## src/rtl/block_streamer.sv

```systemverilog
// Cuts a primary and a watermark image (external single-port RAMs) into MxM raster-order blocks
// and streams, per block, a 9-byte parameter header, M*M primary pixels and M*M watermark pixels.
module block_streamer #(
    parameter int Data_Depth    = 8,
    parameter int Addr_Width    = 19,
    parameter int Max_Block_Dim = 72,
    parameter int Img_Dim_Width = 10
) (
    input  logic                     clk,
    input  logic                     rst,
    input  logic                     start,
    input  logic [Img_Dim_Width-1:0] img_n,
    input  logic [Data_Depth-1:0]    cfg_white,
    input  logic [Data_Depth-1:0]    cfg_np,
    input  logic [Data_Depth-1:0]    cfg_nw,
    input  logic [Data_Depth-1:0]    cfg_m,
    input  logic [Data_Depth-1:0]    cfg_bthr,
    input  logic [Data_Depth-1:0]    cfg_amin,
    input  logic [Data_Depth-1:0]    cfg_amax,
    input  logic [Data_Depth-1:0]    cfg_bmin,
    input  logic [Data_Depth-1:0]    cfg_bmax,
    output logic                     prim_rd_en,
    output logic [Addr_Width-1:0]    prim_addr,
    input  logic [Data_Depth-1:0]    prim_data,
    output logic                     wm_rd_en,
    output logic [Addr_Width-1:0]    wm_addr,
    input  logic [Data_Depth-1:0]    wm_data,
    output logic [Data_Depth-1:0]    pixel_out,
    output logic                     pixel_valid,
    input  logic                     block_ack,
    output logic                     busy,
    output logic                     cfg_err,
    output logic                     done
);

    localparam int CNT_W = 13;

    typedef enum logic [2:0] {
        S_IDLE     = 3'd0,
        S_HDR      = 3'd1,
        S_PRIM     = 3'd2,
        S_WM       = 3'd3,
        S_WAIT_ACK = 3'd4,
        S_FIN      = 3'd5
    } state_t;

    typedef enum logic [1:0] {
        SRC_HOLD = 2'd0,
        SRC_PRIM = 2'd1,
        SRC_WM   = 2'd2
    } src_t;

    state_t                   state_r, state_nxt;
    src_t                     src_r, src_nxt;
    logic [3:0]               hdr_idx_r, hdr_idx_nxt;
    logic [CNT_W-1:0]         out_cnt_r, out_cnt_nxt;
    logic [CNT_W-1:0]         rd_idx_r, rd_idx_nxt;
    logic [CNT_W-1:0]         mm_last_s;
    logic [Data_Depth-1:0]    rd_c_r, rd_c_nxt, m_last_s;
    logic [Addr_Width-1:0]    rd_addr_r, rd_addr_nxt;
    logic [Addr_Width-1:0]    blk_base_r, blk_base_nxt, row_prod_s;
    logic [Img_Dim_Width-1:0] n_r, m_wide_s, row_next_s;
    logic [Img_Dim_Width-1:0] row_base_r, row_base_nxt, col_base_r, col_base_nxt;
    logic [Img_Dim_Width:0]   col_span_s, row_span_s;
    logic [Data_Depth-1:0]    white_r, np_r, nw_r, m_r, bthr_r, amin_r, amax_r, bmin_r, bmax_r;
    logic [Data_Depth-1:0]    hdr_next_byte_s, hold_r, hold_nxt, pixel_s;
    logic                     pixel_valid_r, pixel_valid_nxt;
    logic                     busy_r, busy_nxt, cfg_err_r, cfg_err_nxt, done_r, done_nxt;
    logic                     prim_rd_en_r, prim_rd_en_nxt, wm_rd_en_r, wm_rd_en_nxt;
    logic                     cfg_bad_s, cfg_load_s, rd_start_s, col_wrap_s, last_blk_s;

    // Block geometry: a new row of blocks starts when the next block would cross the right edge.
    assign m_wide_s   = Img_Dim_Width'(m_r);
    assign mm_last_s  = CNT_W'(m_r) * CNT_W'(m_r) - CNT_W'(1'b1);
    assign m_last_s   = m_r - Data_Depth'(1'b1);
    assign col_span_s = {1'b0, col_base_r} + {1'b0, m_wide_s} + {1'b0, m_wide_s};
    assign col_wrap_s = col_span_s > {1'b0, n_r};
    assign row_next_s = col_wrap_s ? (row_base_r + m_wide_s) : row_base_r;
    assign row_span_s = {1'b0, row_next_s} + {1'b0, m_wide_s};
    assign last_blk_s = row_span_s > {1'b0, n_r};
    assign row_prod_s = Addr_Width'(row_next_s) * Addr_Width'(n_r);
    assign cfg_bad_s  = (cfg_m == {Data_Depth{1'b0}}) ||
                        (cfg_m > Data_Depth'(Max_Block_Dim)) ||
                        (Img_Dim_Width'(cfg_m) > img_n);

    // Header byte that follows the one currently on pixel_out.
    always_comb begin
        case (hdr_idx_r)
            4'd0:    hdr_next_byte_s = np_r;
            4'd1:    hdr_next_byte_s = nw_r;
            4'd2:    hdr_next_byte_s = m_r;
            4'd3:    hdr_next_byte_s = bthr_r;
            4'd4:    hdr_next_byte_s = amin_r;
            4'd5:    hdr_next_byte_s = amax_r;
            4'd6:    hdr_next_byte_s = bmin_r;
            4'd7:    hdr_next_byte_s = bmax_r;
            default: hdr_next_byte_s = white_r;
        endcase
    end

    // RAM data is passed straight through so pixels follow the header with no bubble.
    always_comb begin
        case (src_r)
            SRC_PRIM: pixel_s = prim_data;
            SRC_WM:   pixel_s = wm_data;
            default:  pixel_s = hold_r;
        endcase
    end

    // Stream FSM: next state, counters and next values of the registered outputs.
    always_comb begin
        state_nxt       = state_r;
        src_nxt         = SRC_HOLD;
        hdr_idx_nxt     = hdr_idx_r;
        out_cnt_nxt     = out_cnt_r;
        row_base_nxt    = row_base_r;
        col_base_nxt    = col_base_r;
        blk_base_nxt    = blk_base_r;
        pixel_valid_nxt = 1'b0;
        busy_nxt        = busy_r;
        cfg_err_nxt     = cfg_err_r;
        done_nxt        = 1'b0;
        cfg_load_s      = 1'b0;
        rd_start_s      = 1'b0;
        if (pixel_valid_r) begin
            hold_nxt = pixel_s;
        end else begin
            hold_nxt = hold_r;
        end
        case (state_r)
            S_IDLE: begin
                if (start && cfg_bad_s) begin
                    cfg_err_nxt = 1'b1;
                end else if (start) begin
                    cfg_load_s      = 1'b1;
                    cfg_err_nxt     = 1'b0;
                    busy_nxt        = 1'b1;
                    state_nxt       = S_HDR;
                    hdr_idx_nxt     = 4'd0;
                    pixel_valid_nxt = 1'b1;
                    hold_nxt        = cfg_white;
                    row_base_nxt    = {Img_Dim_Width{1'b0}};
                    col_base_nxt    = {Img_Dim_Width{1'b0}};
                    blk_base_nxt    = {Addr_Width{1'b0}};
                end else begin
                    state_nxt = S_IDLE;
                end
            end
            S_HDR: begin
                pixel_valid_nxt = 1'b1;
                if (hdr_idx_r == 4'd8) begin
                    state_nxt   = S_PRIM;
                    src_nxt     = SRC_PRIM;
                    out_cnt_nxt = {CNT_W{1'b0}};
                end else begin
                    hdr_idx_nxt = hdr_idx_r + 4'd1;
                    hold_nxt    = hdr_next_byte_s;
                    rd_start_s  = (hdr_idx_r == 4'd7);
                end
            end
            S_PRIM: begin
                pixel_valid_nxt = 1'b1;
                if (out_cnt_r == mm_last_s) begin
                    state_nxt   = S_WM;
                    src_nxt     = SRC_WM;
                    out_cnt_nxt = {CNT_W{1'b0}};
                end else begin
                    src_nxt     = SRC_PRIM;
                    out_cnt_nxt = out_cnt_r + CNT_W'(1'b1);
                end
            end
            S_WM: begin
                if (out_cnt_r == mm_last_s) begin
                    state_nxt = S_WAIT_ACK;
                end else begin
                    pixel_valid_nxt = 1'b1;
                    src_nxt         = SRC_WM;
                    out_cnt_nxt     = out_cnt_r + CNT_W'(1'b1);
                end
            end
            S_WAIT_ACK: begin
                if (block_ack && last_blk_s) begin
                    state_nxt = S_FIN;
                    done_nxt  = 1'b1;
                    busy_nxt  = 1'b0;
                end else if (block_ack) begin
                    state_nxt       = S_HDR;
                    pixel_valid_nxt = 1'b1;
                    hold_nxt        = white_r;
                    hdr_idx_nxt     = 4'd0;
                    row_base_nxt    = row_next_s;
                    col_base_nxt    = col_wrap_s ? {Img_Dim_Width{1'b0}} : (col_base_r + m_wide_s);
                    blk_base_nxt    = col_wrap_s ? row_prod_s : (blk_base_r + Addr_Width'(m_r));
                end else begin
                    state_nxt = S_WAIT_ACK;
                end
            end
            S_FIN: begin
                state_nxt = S_IDLE;
            end
            default: begin
                state_nxt = S_IDLE;
            end
        endcase
    end

    // Read sequencer: 2*M*M back-to-back reads, primary block first, then the same addresses on wm.
    always_comb begin
        prim_rd_en_nxt = 1'b0;
        wm_rd_en_nxt   = 1'b0;
        rd_idx_nxt     = rd_idx_r;
        rd_c_nxt       = rd_c_r;
        rd_addr_nxt    = rd_addr_r;
        if (rd_start_s) begin
            prim_rd_en_nxt = 1'b1;
            rd_idx_nxt     = {CNT_W{1'b0}};
            rd_c_nxt       = {Data_Depth{1'b0}};
            rd_addr_nxt    = blk_base_r;
        end else if ((prim_rd_en_r || wm_rd_en_r) && (rd_idx_r == mm_last_s)) begin
            wm_rd_en_nxt = prim_rd_en_r;
            rd_idx_nxt   = {CNT_W{1'b0}};
            rd_c_nxt     = {Data_Depth{1'b0}};
            rd_addr_nxt  = blk_base_r;
        end else if (prim_rd_en_r || wm_rd_en_r) begin
            prim_rd_en_nxt = prim_rd_en_r;
            wm_rd_en_nxt   = wm_rd_en_r;
            rd_idx_nxt     = rd_idx_r + CNT_W'(1'b1);
            if (rd_c_r == m_last_s) begin
                rd_c_nxt    = {Data_Depth{1'b0}};
                rd_addr_nxt = rd_addr_r + Addr_Width'(n_r) - Addr_Width'(m_r) + Addr_Width'(1'b1);
            end else begin
                rd_c_nxt    = rd_c_r + Data_Depth'(1'b1);
                rd_addr_nxt = rd_addr_r + Addr_Width'(1'b1);
            end
        end else begin
            rd_idx_nxt = rd_idx_r;
        end
    end

    // FSM state and counter registers.
    always_ff @(posedge clk or negedge rst) begin
        if (!rst) begin
            state_r    <= S_IDLE;
            src_r      <= SRC_HOLD;
            hdr_idx_r  <= 4'd0;
            out_cnt_r  <= {CNT_W{1'b0}};
            row_base_r <= {Img_Dim_Width{1'b0}};
            col_base_r <= {Img_Dim_Width{1'b0}};
            blk_base_r <= {Addr_Width{1'b0}};
            rd_idx_r   <= {CNT_W{1'b0}};
            rd_c_r     <= {Data_Depth{1'b0}};
        end else begin
            state_r    <= state_nxt;
            src_r      <= src_nxt;
            hdr_idx_r  <= hdr_idx_nxt;
            out_cnt_r  <= out_cnt_nxt;
            row_base_r <= row_base_nxt;
            col_base_r <= col_base_nxt;
            blk_base_r <= blk_base_nxt;
            rd_idx_r   <= rd_idx_nxt;
            rd_c_r     <= rd_c_nxt;
        end
    end

    // Output registers.
    always_ff @(posedge clk or negedge rst) begin
        if (!rst) begin
            hold_r        <= {Data_Depth{1'b0}};
            pixel_valid_r <= 1'b0;
            busy_r        <= 1'b0;
            cfg_err_r     <= 1'b0;
            done_r        <= 1'b0;
            prim_rd_en_r  <= 1'b0;
            wm_rd_en_r    <= 1'b0;
            rd_addr_r     <= {Addr_Width{1'b0}};
        end else begin
            hold_r        <= hold_nxt;
            pixel_valid_r <= pixel_valid_nxt;
            busy_r        <= busy_nxt;
            cfg_err_r     <= cfg_err_nxt;
            done_r        <= done_nxt;
            prim_rd_en_r  <= prim_rd_en_nxt;
            wm_rd_en_r    <= wm_rd_en_nxt;
            rd_addr_r     <= rd_addr_nxt;
        end
    end

    // Configuration captured on an accepted start.
    always_ff @(posedge clk or negedge rst) begin
        if (!rst) begin
            n_r     <= {Img_Dim_Width{1'b0}};
            white_r <= {Data_Depth{1'b0}};
            np_r    <= {Data_Depth{1'b0}};
            nw_r    <= {Data_Depth{1'b0}};
            m_r     <= {Data_Depth{1'b0}};
            bthr_r  <= {Data_Depth{1'b0}};
            amin_r  <= {Data_Depth{1'b0}};
            amax_r  <= {Data_Depth{1'b0}};
            bmin_r  <= {Data_Depth{1'b0}};
            bmax_r  <= {Data_Depth{1'b0}};
        end else if (cfg_load_s) begin
            n_r     <= img_n;
            white_r <= cfg_white;
            np_r    <= cfg_np;
            nw_r    <= cfg_nw;
            m_r     <= cfg_m;
            bthr_r  <= cfg_bthr;
            amin_r  <= cfg_amin;
            amax_r  <= cfg_amax;
            bmin_r  <= cfg_bmin;
            bmax_r  <= cfg_bmax;
        end else begin
            n_r <= n_r;
        end
    end

    assign prim_rd_en  = prim_rd_en_r;
    assign wm_rd_en    = wm_rd_en_r;
    assign prim_addr   = rd_addr_r;
    assign wm_addr     = rd_addr_r;
    assign pixel_out   = pixel_s;
    assign pixel_valid = pixel_valid_r;
    assign busy        = busy_r;
    assign cfg_err     = cfg_err_r;
    assign done        = done_r;

endmodule

```

## config.mk

```make
export PLATFORM = sky130hd
export DESIGN_NAME = block_streamer
export DESIGN_NICKNAME = d
export VERILOG_FILES = /design/src/rtl/block_streamer.sv
export SDC_FILE = /design/constraint.sdc
export NUM_CORES = 1
export LEC_CHECK = 0
export BUFFER_PORTS_ARGS = -buffer_cell sky130_fd_sc_hd__buf_4
export CORE_ASPECT_RATIO = 0.5
export CORE_UTILIZATION = 67
export DETAILED_ROUTE_END_ITERATION = 16
export GPL_TIMING_DRIVEN = 1
export PLACE_DENSITY = 0.88
export SLEW_MARGIN = 20
export SYNTH_ARGS = -nofsm -noshare
export SYNTH_HDL_FRONTEND = slang
export SYNTH_SLANG_ARGS = --single-unit
```

## constraint.sdc

```tcl
create_clock -name clk -period 14.6 [get_ports clk]
set_input_delay 0.73 -clock clk [delete_from_list [all_inputs] [get_ports clk]]
set_output_delay 0.73 -clock clk [all_outputs]
set_load 0.005 [all_outputs]
```

# Word-level counts from Yosys, hierarchy flattened
# Cells that the tools add are included.
# word_totals
ff_bits	197
output_inout_bits	52
wordCells	178
# op_classes
add_sub_neg	16
n_mul	2
n_lt_le_gt_ge	4
n_eq_ne	28
mux	80
n_reduce_logical	21
# op_table
operator	count
$mux 19	9
$mux 10	8
$mux 8	10
$mux 13	6
$pmux 8 s8	1
$pmux 10 s2	2
$pmux 13 s3	1
$add 19x1->19 const B	2
$pmux 19 s2	1
$add 13x1->13 const B	2
$eq 13x13->1	2
$pmux 8 s3	1
$add 10x8->11	2
$gt 11x10->1	2
$mux 1	22
$add 10x8->10	2
$mux 4	5
$ne 2x2->1 const B	10
$add 19x10->19	1
$add 19x8->19	1
$mul 10x10->19	1
$sub 19x8->19	1
$mux 3	6
$eq 4x3->1 const B	4
38 further kinds	49

# Longest topological paths before layout
# Gate-level depths: netlist of the first run.
# logic_depth
ltp_word	9
ltp_mapped	40
mapped_depth_nobuf	38

# Least setup slack after synthesis of the first run
# Ideal clock, no wire load.
# synth_path
path_type	flip-flop to flip-flop
from	register m_r[0]
to	register blk_base_r[18]
t_arrival_ps	8371
required_ps	14499
setup_slack_ps	6128
stages_incl_launch_ff	37
period_less_slack_ps	8472
cell_sequence	dfrtp_1 -> ha_1 -> fa_1 -> a21o_1 -> a21oi_1 -> o21bai_1 -> a21oi_1 -> o21bai_1 -> a21oi_1 -> xnor2_1 -> ha_1 -> nand3_1 -> a21oi_1 -> o21ai_0 -> a21oi_1 -> or2_2 -> clkbuf_1 -> mux2i_1 -> inv_1 -> nand2_1 -> fa_1 -> fa_1 -> inv_1 -> fa_1 -> fa_1 -> inv_1 -> fa_1 -> inv_1 -> ha_1 -> and3_1 -> o211ai_1 -> a21oi_1 -> nor3_1 -> o41ai_1 -> xnor2_1 -> nor2_1 -> o32ai_1
# synth_via
elab_chain_cells	9
elab_cells_between_ends	16
classes_between	5 x add/sub; 1 x mul; 2 x order compare; 1 x eq/ne; 5 x mux; 2 x reduce/logical
# synth_rtl
element	line	text
start: declaration	65	logic [Data_Depth-1:0] white_r, np_r, nw_r, m_r, bthr_r, amin_r, amax_r, bmin_r, bmax_r;
start signal: assignment	295	m_r <= {Data_Depth{1'b0}};
start signal: assignment	306	m_r <= cfg_m;
$add 10x8->11	76	assign col_span_s = {1'b0, col_base_r} + {1'b0, m_wide_s} + {1'b0, m_wide_s};
$add 11x8->11	76	
$gt 11x10->1	77	assign col_wrap_s = col_span_s > {1'b0, n_r};
$mux 10	78	assign row_next_s = col_wrap_s ? (row_base_r + m_wide_s) : row_base_r;
$mul 10x10->19 or $add 10x8->11 (tied branches)	81, 79	
$mux 19 or $gt 11x10->1 (tied branches)	193, 80	
$mux 19 or $logic_and 1x1->1 (tied branches)	186, 182	
$mux 19 or $ne 2x2->1 (tied branches)	-	
$pmux 19 s2 or $reduce_and 5->1 (tied branches)	-	
end signal: assignment	249	blk_base_r <= {Addr_Width{1'b0}};
end signal: assignment	259	blk_base_r <= blk_base_nxt;
end: declaration	61	logic [Addr_Width-1:0] blk_base_r, blk_base_nxt, row_prod_s;
# Several ways; a longest one is shown, not always the timed one. The select of a mux whose other input is x is not followed.
# A chain may end at the register's enable or synchronous reset.

# Worst setup path in the final report of the first run
# layout_path
from	register m_r[1]
to	register blk_base_r[18]
# The elaborated chain is that of the path after synthesis.

==> results of run 1 <==
layout make-up:
cell class,count,area share
clock buffer,17,0.02026
inverter,213,0.03808
sequential,197,0.2348
clock inverter,15,0.009595
multi-input combinational,1776,0.6123
timing repair buffer,173,0.06216
tap,382,0.02277
cells in the mapped netlist (29+ instances only):
cell type,instances
nand2_1,418
inv_1,210
dfrtp_1,197
ha_1,183
nor2_1,157
o21ai_0,130
fa_1,103
a21oi_1,100
xnor2_1,84
clkbuf_1,74
nand3_1,54
nor3_1,43
a21o_1,42
xor2_1,41
and2_1,39
a22oi_1,29
cells in the final DEF, fill, tap and decap left out, drive strengths merged, types with 18 or more instances in the layout:
cell type	instances
nor3	43
fa	103
a22oi	29
nor2	157
nand2	419
xnor2	84
ha	183
inv	221
nand3	54
and2	40
dfrtp	197
and3	23
mux2i	18
clkbuf	18
o21ai	135
a21oi	101
buf	172
xor2	41
o31ai	26
nand4	20
a21o	43
layer usage:
| layer | vias to the layer above | global-route usage | wire, um |
|---|---|---|---|
| met1 | 8360 | 0.5068 | 21680 |
| li1 | 7973 | - | - |
| met2 | 963 | 0.5699 | 23380 |
| met5 | - | 0 | 0 |
| met4 | 0 | 0.1557 | 1835 |
| met3 | 156 | 0.07643 | 5595 |
metrics by stage:
| stage | utilization | instance area, um2 |
|---|---|---|
| 6_report | 0.7533 | 20990 |
| 5_1_grt | 0.7533 | 20990 |
| 3_5_place_dp | 0.7308 | 20370 |
| 4_1_cts | 0.7533 | 20990 |
| 3_3_place_gp | 0.7308 | 20370 |
| 2_1_floorplan | - | 19090 |
final timing paths:
path / start / to / slack [ns] / depth (start not counted)
hold / removal: rst / prim_addr[11] / 0.27 / 1
max in group asynchronous: rst / col_base_r[3] / 12.24 / 3
hold reg to reg: amax_r[4] / amax_r[4] / 0.48 / 2
setup / recovery: m_r[1] / blk_base_r[18] / 4.66 / 35
setup reg to reg: m_r[1] / blk_base_r[18] / 4.66 / 35
min in group clk: cfg_amin[2] / amin_r[2] / 0.43 / 3
cells by family (layout without fill, tap and decap cells):
kind of cell | count (synthesis) | count (layout) | share of synthesized area
simple gates | 844 | 844 | 0.1981
buf+inv | 326 | 418 | 0.06987
fa+ha+maj | 286 | 286 | 0.2280
flops | 197 | 197 | 0.2583
compound gates | 490 | 490 | 0.1672
mux | 24 | 24 | 0.01298
xor+xnor | 132 | 132 | 0.06561
power by group:
| part | internal [uW] | switching, uW | total [uW] | leakage [uW] |
|---|---|---|---|---|
| Combinational | 24.0 | 24.1 | 48.2 | 0.00799 |
| Clock | 239 | 273 | 512 | 0.000302 |
| Sequential | 546 | 0.626 | 547 | 0.00250 |
flip-flops by register name (all words and copies together) (netlist names), 10 cells and up:
register,flops
rd_idx_r,13
prim_addr,19
col_base_r,10
row_base_r,10
n_r,10
out_cnt_r,13
blk_base_r,19
==> impl_metrics.env, run 1 <==
export IMPL_io_buffers=153
export IMPL_drcViolationCount=0
export IMPL_floorplan_die_width_um=240.7
export IMPL_ir_worst_vdd_mv=0.08661
export IMPL_synth_largest_area_cell="dfrtp_1"
export IMPL_cts_root_buffer_cell="clkbuf_16"
export IMPL_cts_repair_resize_count=0
export IMPL_main_synth_ff_type="dfrtp_1"
export IMPL_netlist_cell_type_count=83
export IMPL_layout_min_cycle_time_ns=9.942
export IMPL_routabilityCongestion=0.9477
export IMPL_ff_latch_area_um2=4930
export IMPL_final_net_count=2766
export IMPL_critical_path_launch_point_type="flop"
export IMPL_placed_cells=2741
export IMPL_synthToLayoutAreaGrowth_pct=9.983
export IMPL_final_min_period_over_clock_period=0.6809
export IMPL_tritoncts_num_buffers=17
export IMPL_cts_reportedPaths_clkPinSlew_ns=0.09
export IMPL_layout_setup_ws_ns=4.658
export IMPL_hold_path_class="in2async"
export IMPL_dpl_hpwl_um=38450
export IMPL_globalRoute_totalOverflow=0
export IMPL_antennaDiodeCount=0
export IMPL_clock_skew_ns=0.01189
export IMPL_via_count=17450
export IMPL_drt_first_pass_iters=8
export IMPL_multi_input_area_um2=12850
export IMPL_die_h_um=121.4
export IMPL_die_area_um2=29210
export IMPL_synthDominantCellAreaShare=0.2583
export IMPL_static_power_due_to_leakage_uw=0.01079
export IMPL_global_route_wire_length_before_repair_um=83980
export IMPL_cts_setup_buffers=0
export IMPL_postRouteAntennaNets=0
export IMPL_top_cells_by_area_synth="dfrtp_1, ha_1, fa_1"
export IMPL_max_clock_freq_mhz=100.6
export IMPL_run_status="finished clean"
export IMPL_max_slew_worst_pin_slew_ns=1.103
export IMPL_synth_yosys_warnings=0
export IMPL_grt_setup_unrepaired="no"
export IMPL_worst_path_max_fanout=30
export IMPL_power_density_nw_per_um2=52.71
export IMPL_instances_no_fill=2773
export IMPL_synthesis_area_um2=19090
export IMPL_core_area_um2=27870
export IMPL_endpoint_kind="flop"
export IMPL_placement_setup_worst_slack_ns=4.923
export IMPL_crit_required_ns=14.97
export IMPL_drv_max_cap_violation_count=0
export IMPL_power_after_layout_uw=1107
export IMPL_critical_path_top_delay_family="compound AO/OA/AOI/OAI gates"
export IMPL_fp_row_count=43
export IMPL_tns_ns=0
export IMPL_postCtsHoldBufs=0
export IMPL_cts_root_to_sink_buffers=2
export IMPL_slew_viol_final=0
export IMPL_holdWs_ns=0.2748
export IMPL_ys_seq_elements=197
export IMPL_first_global_vias=16650
export IMPL_timing_critical_path_slowest_stage_cell="dfrtp_1"
export IMPL_ctsHtreeMaxLevel=4
export IMPL_synth_sequential_area_ratio=0.2583
export IMPL_timing_slew_headroom=0.2587
export IMPL_average_wire_per_standard_cell_um=18.93
export IMPL_drt_wl_total_um=52490
export IMPL_antenna_violations_before_repair=0
export IMPL_final_fill_count=1960
export IMPL_groute_usage_overall=0.3694
export IMPL_postSynthCellCount=2299
export IMPL_cts_tree="built"
export IMPL_avgViaCountPerCell=6.294
export IMPL_clock_latency_ns=0.48
export IMPL_async_reset_ff_frac=1.000
export IMPL_worst_setup_path_type="reg2reg"
export IMPL_initialDrtViolationCount=2042
export IMPL_clock_sinks=197
export IMPL_post_synth_edffs=0
export IMPL_grt_start_max_net_pins=102
export IMPL_ioPinCount=154
export IMPL_syn_mean_instance_area_um2=8.303
export IMPL_drive_above_1_share=0.1004
export IMPL_final_hold_violation_count=0
export IMPL_critical_path_top_cell_by_count="a21oi_1"
export IMPL_worstPathArrival_ns=10.31
export IMPL_synth_nets=2687
export IMPL_crit_path_max_incr_delay_ns=0.75
export IMPL_count_of_final_setup_violators=0
export IMPL_initial_core_util=0.6849
export IMPL_cp_buffers_inverters=3
Power figures use the tool's default switching activity.
==> inputs of run 2 (changes only) <==
Settings changed: CORE_UTILIZATION 67 to 56, PLACE_DENSITY 0.88 to 0.78.
Clock period 14.6 ns to 8.8 ns, I/O delays scaled along.
==> impl_metrics.env, run 2 (synthesized netlist as in run 1, its figures left out) <==
export IMPL_timing_critical_path_slowest_stage_cell="fa_1"
export IMPL_io_buffers=153
export IMPL_antenna_violations_before_repair=0
export IMPL_cts_tree="built"
export IMPL_tritoncts_num_buffers=17
export IMPL_critical_path_launch_point_type="flop"
export IMPL_slew_viol_final=0
export IMPL_groute_usage_overall=0.3084
export IMPL_ctsHtreeMaxLevel=4
export IMPL_worstPathArrival_ns=8.76
export IMPL_fp_row_count=47
export IMPL_postCtsHoldBufs=0
export IMPL_cts_root_buffer_cell="clkbuf_16"
export IMPL_layout_min_cycle_time_ns=8.415
export IMPL_globalRoute_totalOverflow=0
export IMPL_timing_slew_headroom=0.2592
export IMPL_clock_latency_ns=0.47
export IMPL_avgViaCountPerCell=6.012
export IMPL_static_power_due_to_leakage_uw=0.01092
export IMPL_initial_core_util=0.5735
export IMPL_crit_required_ns=9.15
export IMPL_max_slew_worst_pin_slew_ns=1.108
export IMPL_cts_reportedPaths_clkPinSlew_ns=0.09
export IMPL_final_net_count=2787
export IMPL_drcViolationCount=0
export IMPL_die_h_um=132.6
export IMPL_average_wire_per_standard_cell_um=18.67
export IMPL_commonest_non_fill_non_tap_cell_in_the_layout="nand2_1"
export IMPL_drt_wl_total_um=53270
export IMPL_drt_first_pass_iters=5
export IMPL_max_clock_freq_mhz=118.8
export IMPL_endpoint_kind="flop"
export IMPL_grt_start_max_net_pins=102
export IMPL_ioPinCount=154
export IMPL_mostFrequentLayoutCells="nand2_1, inv_1, dfrtp_1"
export IMPL_critical_path_top_cell_by_count="fa_1"
export IMPL_final_min_period_over_clock_period=0.9563
export IMPL_global_route_wire_length_before_repair_um=86080
export IMPL_drive_above_1_share=0.1132
export IMPL_layout_core_utilization=0.6406
export IMPL_cts_root_to_sink_buffers=2
export IMPL_first_global_vias=16600
export IMPL_via_count=17150
export IMPL_synthToLayoutAreaGrowth_pct=11.69
export IMPL_ir_worst_vdd_mv=0.1378
export IMPL_count_of_final_setup_violators=0
export IMPL_worst_setup_path_type="reg2reg"
export IMPL_initialDrtViolationCount=1805
export IMPL_power_after_layout_uw=1832
export IMPL_postRouteAntennaNets=0
export IMPL_die_area_um2=34870
export IMPL_drv_max_cap_violation_count=0
export IMPL_power_density_nw_per_um2=85.91
export IMPL_core_area_um2=33280
export IMPL_final_hold_violation_count=0
export IMPL_hold_path_class="in2async"
export IMPL_dpl_hpwl_um=39540
export IMPL_run_status="finished clean"
export IMPL_antennaDiodeCount=0
export IMPL_crit_path_max_incr_delay_ns=0.54
export IMPL_floorplan_die_width_um=263.1
export IMPL_clock_sinks=197
export IMPL_routabilityCongestion=0.9462
export IMPL_worst_path_max_fanout=10
export IMPL_clock_skew_ns=0.01473
run 2: cell count changes in the layout (fill, tap and decap cells not counted), sizes merged:
| cell | previous run | this run |
|---|---|---|
| clkbuf | 18 | 19 |
| buf | 172 | 193 |
| clkinv | 7 | 6 |
run 2: worst paths after layout:
| check | from | endpoint | slack [ns] | depth (start not counted) |
|---|---|---|---|---|
| min in group clk | cfg_bmax[5] | bmax_r[5] | 0.15 | 3 |
| setup reg to reg | col_base_r[1] | blk_base_r[14] | 0.38 | 37 |
| setup / recovery | col_base_r[1] | blk_base_r[14] | 0.38 | 37 |
| max in group asynchronous | rst | m_r[3] | 6.84 | 3 |
| hold / removal | rst | prim_addr[8] | 0.06 | 1 |
| hold reg to reg | bmax_r[3] | bmax_r[3] | 0.48 | 2 |
run 2: area by class of cell:
cell class              count  area [um2]
multi-input cells        1776       12930
fillers                  2779       11960
flip-flops and latches    197        4930
repair buffers            194        1495
inverters                 213       799.5
well taps                 441       551.8
clock buffers              18       429.2
clock inverters            14       185.2
run 2: repair_timing:
action	CTS	global route
gates resized for setup	0	17
setup endpoints to repair	0	7
buffers inserted	0	2
hold endpoints to repair	0	0
run 2: routing by layer:
layer / GRT usage / up-vias / share of wire
li1: - / 8020 / -
met1: 0.4326 / 8237 / 0.43
met2: 0.4899 / 784 / 0.45
met3: 0.05416 / 111 / 0.091
met4: 0.09129 / 0 / 0.025
met5: 0 / - / 0
run 2: where the power goes:
part           total (uW)  internal (uW)  switching [uW]
logic                80.0           39.9            40.1
registers             907            906           0.857
clock network         845            395             450
total                1830           1340             491
run 2: metrics by stage:
stage | area, um2 | hold slack, ns | setup WS, ns | instances | TNS (ns)
after CTS | 21220 | 0.08378 | 0.04565 | 2851 | 0
after floorplan | 19090 | 0.1444 | 0.3280 | 2299 | 0
after global placement | 20610 | 0.4526 | 0.3568 | 2819 | 0
after detailed placement | 20610 | 0.4632 | 0.1081 | 2819 | 0
after global routing | 21320 | 0.1104 | -0.04117 | 2853 | -0.05517
final | 21320 | 0.06178 | 0.3849 | 2853 | 0
run 2: critical path: cells and delay by family (launching register included):
family                     cells  cell delay [ns]
adders and majority gates      9             3.76
xor gates and xnor gates       1             0.09
AOI/OAI and AO/OA             14             2.55
DFF                            1             0.44
buffers and inverters          7             0.62
and+or+nand+nor                6             0.82
